[config.mk]
export PLATFORM = sky130hd
export DESIGN_NAME = burst_shift_register
export DESIGN_NICKNAME = d
export VERILOG_FILES = /design/src/rtl/burst_shift_register_pkg.sv /design/src/rtl/burst_shift_register_shift_lane_step.sv /design/src/rtl/burst_shift_register.sv
export SDC_FILE = /design/constraint.sdc
export NUM_CORES = 1
export LEC_CHECK = 0
export ABC_AREA = 1
export CAP_MARGIN = 40
export CORE_UTILIZATION = 44
export DETAILED_ROUTE_END_ITERATION = 8
export GPL_ROUTABILITY_DRIVEN = 0
export PLACE_DENSITY = 0.85
export RECOVER_POWER = 50
export SLEW_MARGIN = 40
export SYNTH_ARGS = -nofsm -noshare
export SYNTH_HDL_FRONTEND = slang
export SYNTH_SLANG_ARGS = --single-unit
[constraint.sdc]
create_clock -name clock -period 2.3 [get_ports clock]
set_input_delay 0.345 -clock clock [delete_from_list [all_inputs] [get_ports clock]]
set_output_delay 0.345 -clock clock [all_outputs]
set_load 0.02 [all_outputs]
[src/rtl/burst_shift_register_pkg.sv]
// Shared encodings for the burst shift register: shift modes, directions
// and the controller state.
package burst_shift_register_pkg;

  localparam logic [1:0] MODE_LOGICAL = 2'd0;
  localparam logic [1:0] MODE_ROTATE  = 2'd1;
  localparam logic [1:0] MODE_ARITH   = 2'd2;

  localparam logic DIR_LEFT  = 1'b0;
  localparam logic DIR_RIGHT = 1'b1;

  typedef enum logic {
    ST_IDLE  = 1'b0,
    ST_SHIFT = 1'b1
  } state_e;

endpackage

[src/rtl/burst_shift_register_shift_lane_step.sv]
// One shift step of a WIDTH-bit register by a LANE-bit group: produces the
// next register value and the lane pushed out by the step.
module shift_lane_step
  import burst_shift_register_pkg::*;
#(
  parameter int WIDTH = 16,
  parameter int LANE  = 1
) (
  input  logic [WIDTH-1:0] cur,
  input  logic [1:0]       mode,
  input  logic             direction,
  input  logic [LANE-1:0]  serial_in,
  output logic [WIDTH-1:0] next_val,
  output logic [LANE-1:0]  out_lane
);

  logic [LANE-1:0] fill;

  always_comb begin
    fill     = serial_in;
    out_lane = '0;
    next_val = cur;
    if (direction == DIR_RIGHT) begin
      out_lane = cur[LANE-1:0];
      case (mode)
        MODE_ROTATE: fill = cur[LANE-1:0];
        MODE_ARITH:  fill = {LANE{cur[WIDTH-1]}};
        default:     fill = serial_in;
      endcase
      next_val = {fill, cur[WIDTH-1:LANE]};
    end else begin
      out_lane = cur[WIDTH-1 -: LANE];
      // Arithmetic left shift is a plain zero fill; the reserved mode acts as logical.
      case (mode)
        MODE_ROTATE: fill = cur[WIDTH-1 -: LANE];
        MODE_ARITH:  fill = '0;
        default:     fill = serial_in;
      endcase
      next_val = {cur[WIDTH-LANE-1:0], fill};
    end
  end

endmodule

[src/rtl/burst_shift_register.sv]
// Lane-wide shift register with parallel load and an autonomous N-step
// burst sequencer reporting busy and a one-cycle done pulse.
module burst_shift_register
  import burst_shift_register_pkg::*;
#(
  parameter int WIDTH = 16,
  parameter int LANE  = 1,
  parameter int CNT_W = 8
) (
  input  logic             clock,
  input  logic             resetN,
  input  logic [WIDTH-1:0] resetValue,
  input  logic             enable,
  input  logic [1:0]       mode,
  input  logic             direction,
  input  logic [LANE-1:0]  serialIn,
  input  logic             loadValid,
  input  logic [WIDTH-1:0] loadData,
  output logic             loadReady,
  input  logic             startValid,
  input  logic [CNT_W-1:0] startCount,
  output logic             startReady,
  output logic [WIDTH-1:0] parallelOut,
  output logic [LANE-1:0]  serialOut,
  output logic             busy,
  output logic             done
);

  state_e           state_q, state_d;
  logic [WIDTH-1:0] reg_q, reg_d;
  logic [LANE-1:0]  serial_q, serial_d;
  logic [CNT_W-1:0] remaining_q, remaining_d;
  logic             done_q, done_d;

  logic [WIDTH-1:0] step_val;
  logic [LANE-1:0]  step_out;
  logic             load_fire;
  logic             start_fire;

  shift_lane_step #(
    .WIDTH (WIDTH),
    .LANE  (LANE)
  ) u_step (
    .cur       (reg_q),
    .mode      (mode),
    .direction (direction),
    .serial_in (serialIn),
    .next_val  (step_val),
    .out_lane  (step_out)
  );

  // Load wins over start in the same cycle; a start seen with loadValid must be held.
  assign loadReady  = enable & (state_q == ST_IDLE);
  assign startReady = loadReady & ~loadValid;
  assign load_fire  = loadValid & loadReady;
  assign start_fire = startValid & startReady;

  always_comb begin
    state_d     = state_q;
    reg_d       = reg_q;
    serial_d    = serial_q;
    remaining_d = remaining_q;
    done_d      = 1'b0;
    if (enable) begin
      case (state_q)
        ST_IDLE: begin
          if (load_fire) begin
            reg_d = loadData;
          end else if (start_fire) begin
            if (startCount == '0) begin
              done_d = 1'b1;
            end else begin
              state_d     = ST_SHIFT;
              remaining_d = startCount;
            end
          end
        end
        ST_SHIFT: begin
          reg_d       = step_val;
          serial_d    = step_out;
          remaining_d = remaining_q - 1'b1;
          if (remaining_q == CNT_W'(1)) begin
            state_d = ST_IDLE;
            done_d  = 1'b1;
          end
        end
        default: state_d = ST_IDLE;
      endcase
    end
  end

  always_ff @(posedge clock) begin
    if (!resetN) begin
      state_q     <= ST_IDLE;
      reg_q       <= resetValue;
      serial_q    <= '0;
      remaining_q <= '0;
      done_q      <= 1'b0;
    end else begin
      state_q     <= state_d;
      reg_q       <= reg_d;
      serial_q    <= serial_d;
      remaining_q <= remaining_d;
      done_q      <= done_d;
    end
  end

  assign parallelOut = reg_q;
  assign serialOut   = serial_q;
  assign busy        = (state_q == ST_SHIFT);
  assign done        = done_q;

endmodule

* Word level (Yosys, flattened, before mapping)
Index checks and enable logic that the tools add are counted.
Word-level totals: bits in registers 27, input port bits 49, output and inout bits 21, word-level logic and storage cells 50
Cells by class: $add $sub $neg 1, equal/unequal tests 9, mux-type cells 22, bitwise logic cells 6, reductions and logical operators 6
Operators by type and width (count):
- two-way mux 16 bit | 4
- case mux 16 bit (2 select lines) | 1
- two-way mux 8 bit | 3
- case mux 8 bit (2 select lines) | 1
- two-way mux 1 bit | 9
- equality test 8 x 1 -> 1 bit (second input constant) | 1
- zero test 8 bit | 1
- case mux 1 bit (2 select lines) | 4
- subtractor 8 x 1 -> 8 bit (second input constant) | 1
- != test 2 bit (second input constant) | 3
- AND reduction 2 bit | 3
- AND 1 bit | 4
- != test 4 bit (second input constant) | 1
- AND reduction 4 bit | 1
- != test 3 bit (second input constant) | 1
- AND reduction 3 bit | 1
- equality test 2 x 1 -> 1 bit (second input constant) | 1
- equality test 2 bit (second input constant) | 1
- != test 2 x 1 -> 1 bit (second input constant) | 1
- inverter 1 bit | 2

* Depth between registers and ports, before layout
Gate-level depths: netlist (run 1).
word-level depth 7, depth in mapped cells 9, mapped depth without buffers 9

* Hierarchy
Synthesis (run 1) repeated with hierarchy kept, for this count alone.
Second synthesis, totals: cells, all modules 287, area total of the unflattened synthesis 1945.6 um^2
Modules (own cells, without submodules):
- burst_shift_register | times used 1, cells each 224, area each 1591.5 um^2, seq. area each 700.7 um^2
- shift_lane_step | times used 1, cells each 63, area each 354.1 um^2, seq. area each 0.0 um^2

* Least setup slack after synthesis (run 1)
No wires, ideal clock.
path type input to register, start input port enable, end register reg_q[15] (netlist: parallelOut[15]), enable pin, setup time 0.294 ns, data arrival time 1.513 ns, required time 2.006 ns, setup slack 0.492 ns, stages 4, path buffers 0, path through inv_2 > o211ai_1 > o21ai_0 > inv_1
Between the ends: cells in the longest elaborated chain, start to end 4, elaborated cells on any way between the ends 5, classes of those cells 2 x eq/ne; 2 x bitwise; 1 x reduce/logical
RTL lines:
- start, declared | RTL line burst_shift_register.sv:13 | input logic enable,
- AND 1 bit | RTL line burst_shift_register.sv:53 | assign loadReady = enable & (state_q == ST_IDLE);
- AND 1 bit | RTL line burst_shift_register.sv:55 | assign load_fire = loadValid & loadReady;
- != test 3 bit (no line)
- AND reduction 3 bit (no line) (*)
- end signal, assigned | RTL line burst_shift_register.sv:95 | reg_q <= resetValue;
- end signal, assigned | RTL line burst_shift_register.sv:101 | reg_q <= reg_d;
- end, declared | RTL line burst_shift_register.sv:30 | logic [WIDTH-1:0] reg_q, reg_d;
Mark *: on every way between the ends. The rest lies on a longest branch, timed or not. A chain may end at the register's enable or synchronous reset.

* Worst setup path after layout (run 1)
start input port enable, end output port loadReady
Between the ends: cells in the longest elaborated chain, start to end 1
RTL lines:
- AND 1 bit | RTL line burst_shift_register.sv:53
- end, declared | RTL line burst_shift_register.sv:19 | output logic loadReady,
Every way passes these cells.

==> impl_metrics.env, run 1 <==
export IMPL_p_sw_mw=0.397
export IMPL_path_max_fanout=5
export IMPL_overflow=0
export IMPL_leakagePower_nw=1.15
export IMPL_synth_warnings=0
export IMPL_p_clk_frac=0.208
export IMPL_htree_levels=1
export IMPL_crit_path_start_kind="input port"
export IMPL_worstSkewPairLatency_ns=0.27
export IMPL_io_pins=70
export IMPL_syn_area_per_cell_um2=6.71
export IMPL_first_global_vias=1649
export IMPL_yosys_area_top_type="edfxtp_1"
export IMPL_ant_nets=0
export IMPL_clock_sinks=27
export IMPL_crit_arrival_ns=1.79
export IMPL_status="complete, no violations"
export IMPL_crit_buf_inv=3
export IMPL_grt_usage=0.228
export IMPL_tritoncts="built"
export IMPL_io_buffers=69
export IMPL_hold_viol=0
export IMPL_placed_area_um2=2540
export IMPL_post_drt_wl_per_cell_um=12.4
export IMPL_synth_area_leaders="edfxtp_1, a21oi_1, dfxtp_1"
export IMPL_tns_ns=0
export IMPL_fin_area_um2=2590
export IMPL_setup_worst_path_start="enable"
export IMPL_crit_path_top_delay_cell="dlygate4sd3_1"
export IMPL_crit_family="buffers and inverters"
export IMPL_r2r_start="busy"
export IMPL_drive_gt1_frac=0.0478
export IMPL_ys_ff_latch=27
export IMPL_cts_buffers=3
export IMPL_die_w_um=66.0
export IMPL_fin_crit_ns=2.13
export IMPL_dpl_worst_slack_ns=0.0905
export IMPL_crit_required_ns=1.96
export IMPL_grt_max_degree=30
export IMPL_die_h_um=66.0
export IMPL_yosysSeqAreaShare=0.388
export IMPL_internal_power_mw=0.875
export IMPL_switching_share=0.312
export IMPL_antenna_found_initial=0
export IMPL_num_vias=2005
export IMPL_max_cap_violations=0
export IMPL_die_area_um2=4360
export IMPL_clk_path_buf_depth=2
export IMPL_synth_top_area_share=0.266
export IMPL_synth_nets=322
export IMPL_dp_hpwl_mm=3.65
export IMPL_ys_types=25
export IMPL_root_buffer="clkbuf_8"
export IMPL_cp_end_kind="primary output"
export IMPL_power_density_nw_per_um2=492
export IMPL_vdd_drop_max_mv=0.260
export IMPL_drcViolationCount=0
export IMPL_cp_slowest_stage_delay_ns=0.65
export IMPL_hp_start="serialOut"
export IMPL_layout_setup_ws_ns=0.168
export IMPL_grt_pass1_wl_mm=7.62
export IMPL_clock_skew_final_ns=0.00573
export IMPL_crit_path_cell_trace="dlygate4sd3_1 > inv_2 > nor2_1 > clkdlybuf4s50_1"
export IMPL_drt_iter0_drc=234
export IMPL_synthCells=269
export IMPL_p_seq_frac=0.469
export IMPL_num_rows=22
export IMPL_dr_pass1_iters=4
export IMPL_critPathKind="input port to primary output"
export IMPL_syn_cell_area_um2=1800
export IMPL_p_comb_frac=0.324
export IMPL_fmax_ghz=0.469
export IMPL_initial_core_util=0.475
export IMPL_setup_viol=0
export IMPL_tightest_slew_ns=0.589
export IMPL_n_antenna_cell=0
export IMPL_coreArea_um2=3800
export IMPL_max_slew_margin=0.605
export IMPL_holdCritPathClass="register to register"
export IMPL_finalWirelength_mm=4.76
export IMPL_rsz0062_at_grt="false"
export IMPL_drv_slew=0
export IMPL_clkTransAtPathRegs_ns=0.09
export IMPL_final_nets=389
export IMPL_ctsHoldBuffers=0
export IMPL_routed_via_density=5.23
export IMPL_area_delta_synth_final_pct=43.3
export IMPL_fin_crit_sh=0.927
-- metrics by stage --
step / power (mW) / hold WS (ns) / instances / util
global placement: 1.02 / 0.511 / 379 / 0.669
finish: 1.27 / 0.542 / 383 / 0.681
detailed placement: 1.03 / 0.531 / 379 / 0.669
global route: 1.34 / 0.558 / 383 / 0.681
CTS: 1.29 / 0.556 / 383 / 0.681
floorplan: 0.829 / 0.461 / 269 / -
-- metal layers --
layer,vias to the layer above,track usage,share of wire
li1,1021,-,-
met1,901,0.321,0.43
met2,79,0.358,0.48
met3,4,0.0397,0.081
met4,0,0.0585,0.0076
met5,-,0,0
-- power by group through the flow --
stage	clock [mW]	combinational (mW)	sequential, mW
6_report	0.264	0.412	0.596
5_1_grt	0.282	0.456	0.603
4_1_cts	0.264	0.424	0.598
3_5_place_dp	0	0.423	0.607
3_3_place_gp	0	0.415	0.608
2_1_floorplan	0	0.193	0.636
-- what timing repair did --
action | CTS | global route
setup endpoints to repair | 0 | 1
buffers inserted | 0 | 0
gates resized for setup | 0 | 1
-- registers in the layout, summed over array words and instances (netlist names) --
register / flops
done: 1
busy: 1
remaining_q: 8
parallelOut: 16
serialOut: 1
-- worst paths after layout --
kind,endpoint,slack (ns),depth (start not counted)
hold / removal,serialOut,0.54,2
setup reg to reg,parallelOut[10],0.45,5
hold reg to reg,serialOut,0.54,2
setup / recovery,loadReady,0.17,4
-- cells in the mapped netlist --
master     n
nand2_1   51
nor2_1    49
o21ai_2    1
inv_2      4
inv_1     25
o21ai_0   17
nand3_1   10
ha_1       4
buf_2      2
edfxtp_1  16
a21oi_1   49
buf_6      1
nand4_1    4
or2_1      1
o211ai_1   2
a31oi_1    1
clkinv_1   1
buf_1      1
clkbuf_1   9
nand3_4    1
o21ai_1    5
nor3_1     2
nor2_2     1
o22ai_1    1
dfxtp_1   11
-- placed cells by master (no fill, tap or decap), types with 2 or more instances in the layout --
cell             Yosys  final
nand2_1             51     51
a21oi_1             49     49
nor2_1              49     49
clkdlybuf4s50_1      0     47
inv_1               25     25
dlygate4sd3_1        0     21
o21ai_0             17     17
edfxtp_1            16     16
dfxtp_1             11     11
nand3_1             10     10
o21ai_1              5      5
buf_4                0      5
inv_2                4      4
nand4_1              4      4
ha_1                 4      4
clkbuf_8             0      3
o211ai_1             2      2
nor3_1               2      2
-- kinds of logic (layout without fill, tap and decap cells) --
group,after synthesis,in the layout,share of synthesized area
simple gates,119,119,0.272
compound gates,76,76,0.217
flops,27,27,0.388
fa+ha+maj,4,4,0.0277
buf+inv,43,109,0.0950
-- layout make-up --
| class | count | area [µm²] |
|---|---|---|
| timing repair buffer | 75 | 734 |
| inverter | 30 | 113 |
| multi-input combinational | 199 | 932 |
| clock buffer | 3 | 41.3 |
| clock inverter | 1 | 5.00 |
| fill | 337 | 1210 |
| sequential | 27 | 701 |
| tap | 48 | 60.1 |
-- worst register-to-register path, stage by stage, from the launching register on --
cell and delay [ns]:
dfxtp_1 0.67, inv_2 0.35, buf_4 0.30, a21oi_1 0.11, o21ai_0 0.09, a21oi_1 0.18
No activity file was read; power rests on OpenSTA's default activity.
==> inputs of run 2 (changes only) <==
--- a/config.mk
+++ b/config.mk
@@ -7,7 +7,7 @@
 export LEC_CHECK = 0
 export ABC_AREA = 1
 export CAP_MARGIN = 40
-export CORE_UTILIZATION = 44
+export CORE_UTILIZATION = 45
 export DETAILED_ROUTE_END_ITERATION = 8
 export GPL_ROUTABILITY_DRIVEN = 0
 export PLACE_DENSITY = 0.85
@@ -15,4 +15,5 @@
 export SLEW_MARGIN = 40
 export SYNTH_ARGS = -nofsm -noshare
 export SYNTH_HDL_FRONTEND = slang
+export SYNTH_HIERARCHICAL = 1
 export SYNTH_SLANG_ARGS = --single-unit
==> run 2 against run 1 <==
  * Wire length increased by 7.9%
  * Synthesized area increased by 7.8%
  * Sequential share of layout area decreased by 1.0 points
  * Cell area increased by 4.0%
  * Register-to-register slack got worse by 0.07 ns
  * Total power increased by 5.0%
  * Largest cell class unchanged
  * Highest routed layer unchanged
==> impl_metrics.env, run 2 <==
export IMPL_drt_iter0_drc=206
export IMPL_root_buffer="clkbuf_8"
export IMPL_clock_skew_final_ns=0.00168
export IMPL_p_clk_frac=0.206
export IMPL_finalWirelength_mm=5.13
export IMPL_synth_area_leaders="edfxtp_1, nand2_1, dfxtp_1"
export IMPL_grt_pass1_wl_mm=8.39
export IMPL_r2r_cells=4
export IMPL_ys_flop_type="edfxtp_1"
export IMPL_crit_path_start_kind="input port"
export IMPL_synth_edff_count=16
export IMPL_ant_nets=0
export IMPL_dp_hpwl_mm=3.77
export IMPL_r2r_start="busy"
export IMPL_layout_cells_most_common="nand2_1"
export IMPL_leakagePower_nw=1.19
export IMPL_synth_top_area_share=0.247
export IMPL_internal_power_mw=0.904
export IMPL_die_h_um=67.8
export IMPL_drv_slew=0
export IMPL_io_buffers=69
export IMPL_power_density_nw_per_um2=496
export IMPL_cts_setup_buffers=0
export IMPL_rsz0062_at_grt="false"
export IMPL_async_reset_ff_frac=0
export IMPL_first_global_vias=1939
export IMPL_use_met1=0.287
export IMPL_coreArea_um2=4090
export IMPL_tritoncts="built"
export IMPL_max_cap_violations=0
export IMPL_max_slew_margin=0.410
export IMPL_crit_path_end="startReady"
export IMPL_yosys_area_top_type="edfxtp_1"
export IMPL_synth_nets=340
export IMPL_layout_common_cells="nand2_1, clkdlybuf4s50_1, nor2_1, o21ai_0, nand2_2"
export IMPL_final_nets=409
export IMPL_switching_share=0.323
export IMPL_syn_area_per_cell_um2=6.78
export IMPL_cts_buffers=3
export IMPL_tightest_slew_ns=0.885
export IMPL_drive_gt1_frac=0.104
export IMPL_synth_warnings=6
export IMPL_die_area_um2=4590
export IMPL_tns_ns=0
export IMPL_path_max_fanout=5
export IMPL_n_antenna_cell=0
export IMPL_largest_register_ffs=16
export IMPL_top_usage_layer="met2"
export IMPL_clock_sinks=27
export IMPL_r2r_end="parallelOut[11]"
export IMPL_p_sw_mw=0.431
export IMPL_clk_path_buf_depth=2
export IMPL_io_pins=70
export IMPL_crit_arrival_ns=1.69
export IMPL_fmax_ghz=0.491
export IMPL_vdd_drop_max_mv=0.295
export IMPL_routed_via_density=5.20
export IMPL_grt_max_degree=27
export IMPL_htree_levels=1
export IMPL_yosysMostFrequentCell="nand2_1"
export IMPL_post_drt_wl_per_cell_um=12.7
export IMPL_ys_ff_latch=27
export IMPL_num_rows=23
export IMPL_setup_viol=0
export IMPL_p_comb_frac=0.343
export IMPL_ctsHoldBuffers=0
export IMPL_r2r_slack_ns=0.38
export IMPL_initial_core_util=0.476
export IMPL_overflow=0
export IMPL_num_vias=2105
export IMPL_cp_end_kind="primary output"
export IMPL_worstSkewPairLatency_ns=0.27
export IMPL_grtUsageMet3=0.0169
export IMPL_syn_cell_area_um2=1950
export IMPL_area_delta_synth_final_pct=38.2
export IMPL_antenna_found_initial=0
export IMPL_cts_resized=0
export IMPL_status="complete, no violations"
export IMPL_fin_crit_sh=0.886
export IMPL_grt_usage=0.240
export IMPL_ys_types=26
export IMPL_dr_pass1_iters=4
export IMPL_yosysSeqAreaShare=0.360
export IMPL_die_w_um=67.8
export IMPL_hold_viol=0
export IMPL_critPathKind="input port to primary output"
export IMPL_p_seq_frac=0.451
export IMPL_utilization=0.658
export IMPL_drcViolationCount=0
export IMPL_setup_worst_path_start="enable"
export IMPL_grtUsageMet2=0.454
export IMPL_clkTransAtPathRegs_ns=0.09
export IMPL_netlist_top_cells_count="nand2_1, nor2_1, o21ai_0"
export IMPL_holdCritPathClass="register to register"
export IMPL_synthCells=287
export IMPL_fin_crit_ns=2.04
export IMPL_crit_required_ns=1.96
-- run 2: critical path, stage by stage --
cell and delay (ns):
clkdlybuf4s50_1 0.50, inv_2 0.06, nor3_1 0.14, clkdlybuf4s50_1 0.64
-- run 2: cell families (layout without fill, tap and decap cells) --
logic type	after synthesis	in the layout	share of synthesized area
buffers and inverters	34	102	0.0971
flip-flops	27	27	0.360
AO/OA/AOI/OAI	51	51	0.135
adder cells (fa/ha/maj)	4	4	0.0257
AND/OR/NAND/NOR	171	171	0.382
-- run 2: worst min path at each step --
stage	cells past startpoint	start	endpoint
after floorplan	2	enable	done
after global placement	2	serialOut	serialOut
after detailed placement	2	serialOut	serialOut
after CTS	2	serialOut	serialOut
after global routing	2	serialOut	serialOut
final	2	serialOut	serialOut
-- run 2: layout make-up --
| cell class | count | area (µm²) |
|---|---|---|
| Fill cell | 379 | 1400 |
| Multi-Input combinational cell | 226 | 1050 |
| Timing Repair Buffer | 77 | 742 |
| Sequential cell | 27 | 701 |
| Inverter | 21 | 86.3 |
| Tap cell | 50 | 62.6 |
| Clock buffer | 4 | 45.0 |
-- run 2: power by group through the flow --
stage                     Combinational, mW  Sequential (mW)  Clock [mW]
after detailed placement              0.460            0.613           0
after global placement                0.451            0.612           0
after global routing                  0.509            0.609       0.297
after CTS                             0.463            0.602       0.279
after floorplan                       0.223            0.647           0
final                                 0.457            0.602       0.275
-- run 2: metal layers --
| layer | vias up | part of all wire | wire [µm] |
|---|---|---|---|
| met5 | - | 0 | 0 |
| met4 | 0 | 0.0070 | 36 |
| met3 | 4 | 0.073 | 372 |
| met2 | 86 | 0.51 | 2600 |
| met1 | 960 | 0.41 | 2120 |
| li1 | 1055 | - | - |
-- run 2: through the flow --
step	area, µm²	power (mW)	setup WS (ns)	hold WS (ns)	cells
6_report	2690	1.33	0.263	0.476	405
5_1_grt	2690	1.42	0.187	0.492	405
4_1_cts	2700	1.34	0.255	0.481	405
3_5_place_dp	2660	1.07	0.262	0.467	401
3_3_place_gp	2660	1.06	0.307	0.465	401
2_1_floorplan	1950	0.870	0.664	0.481	287
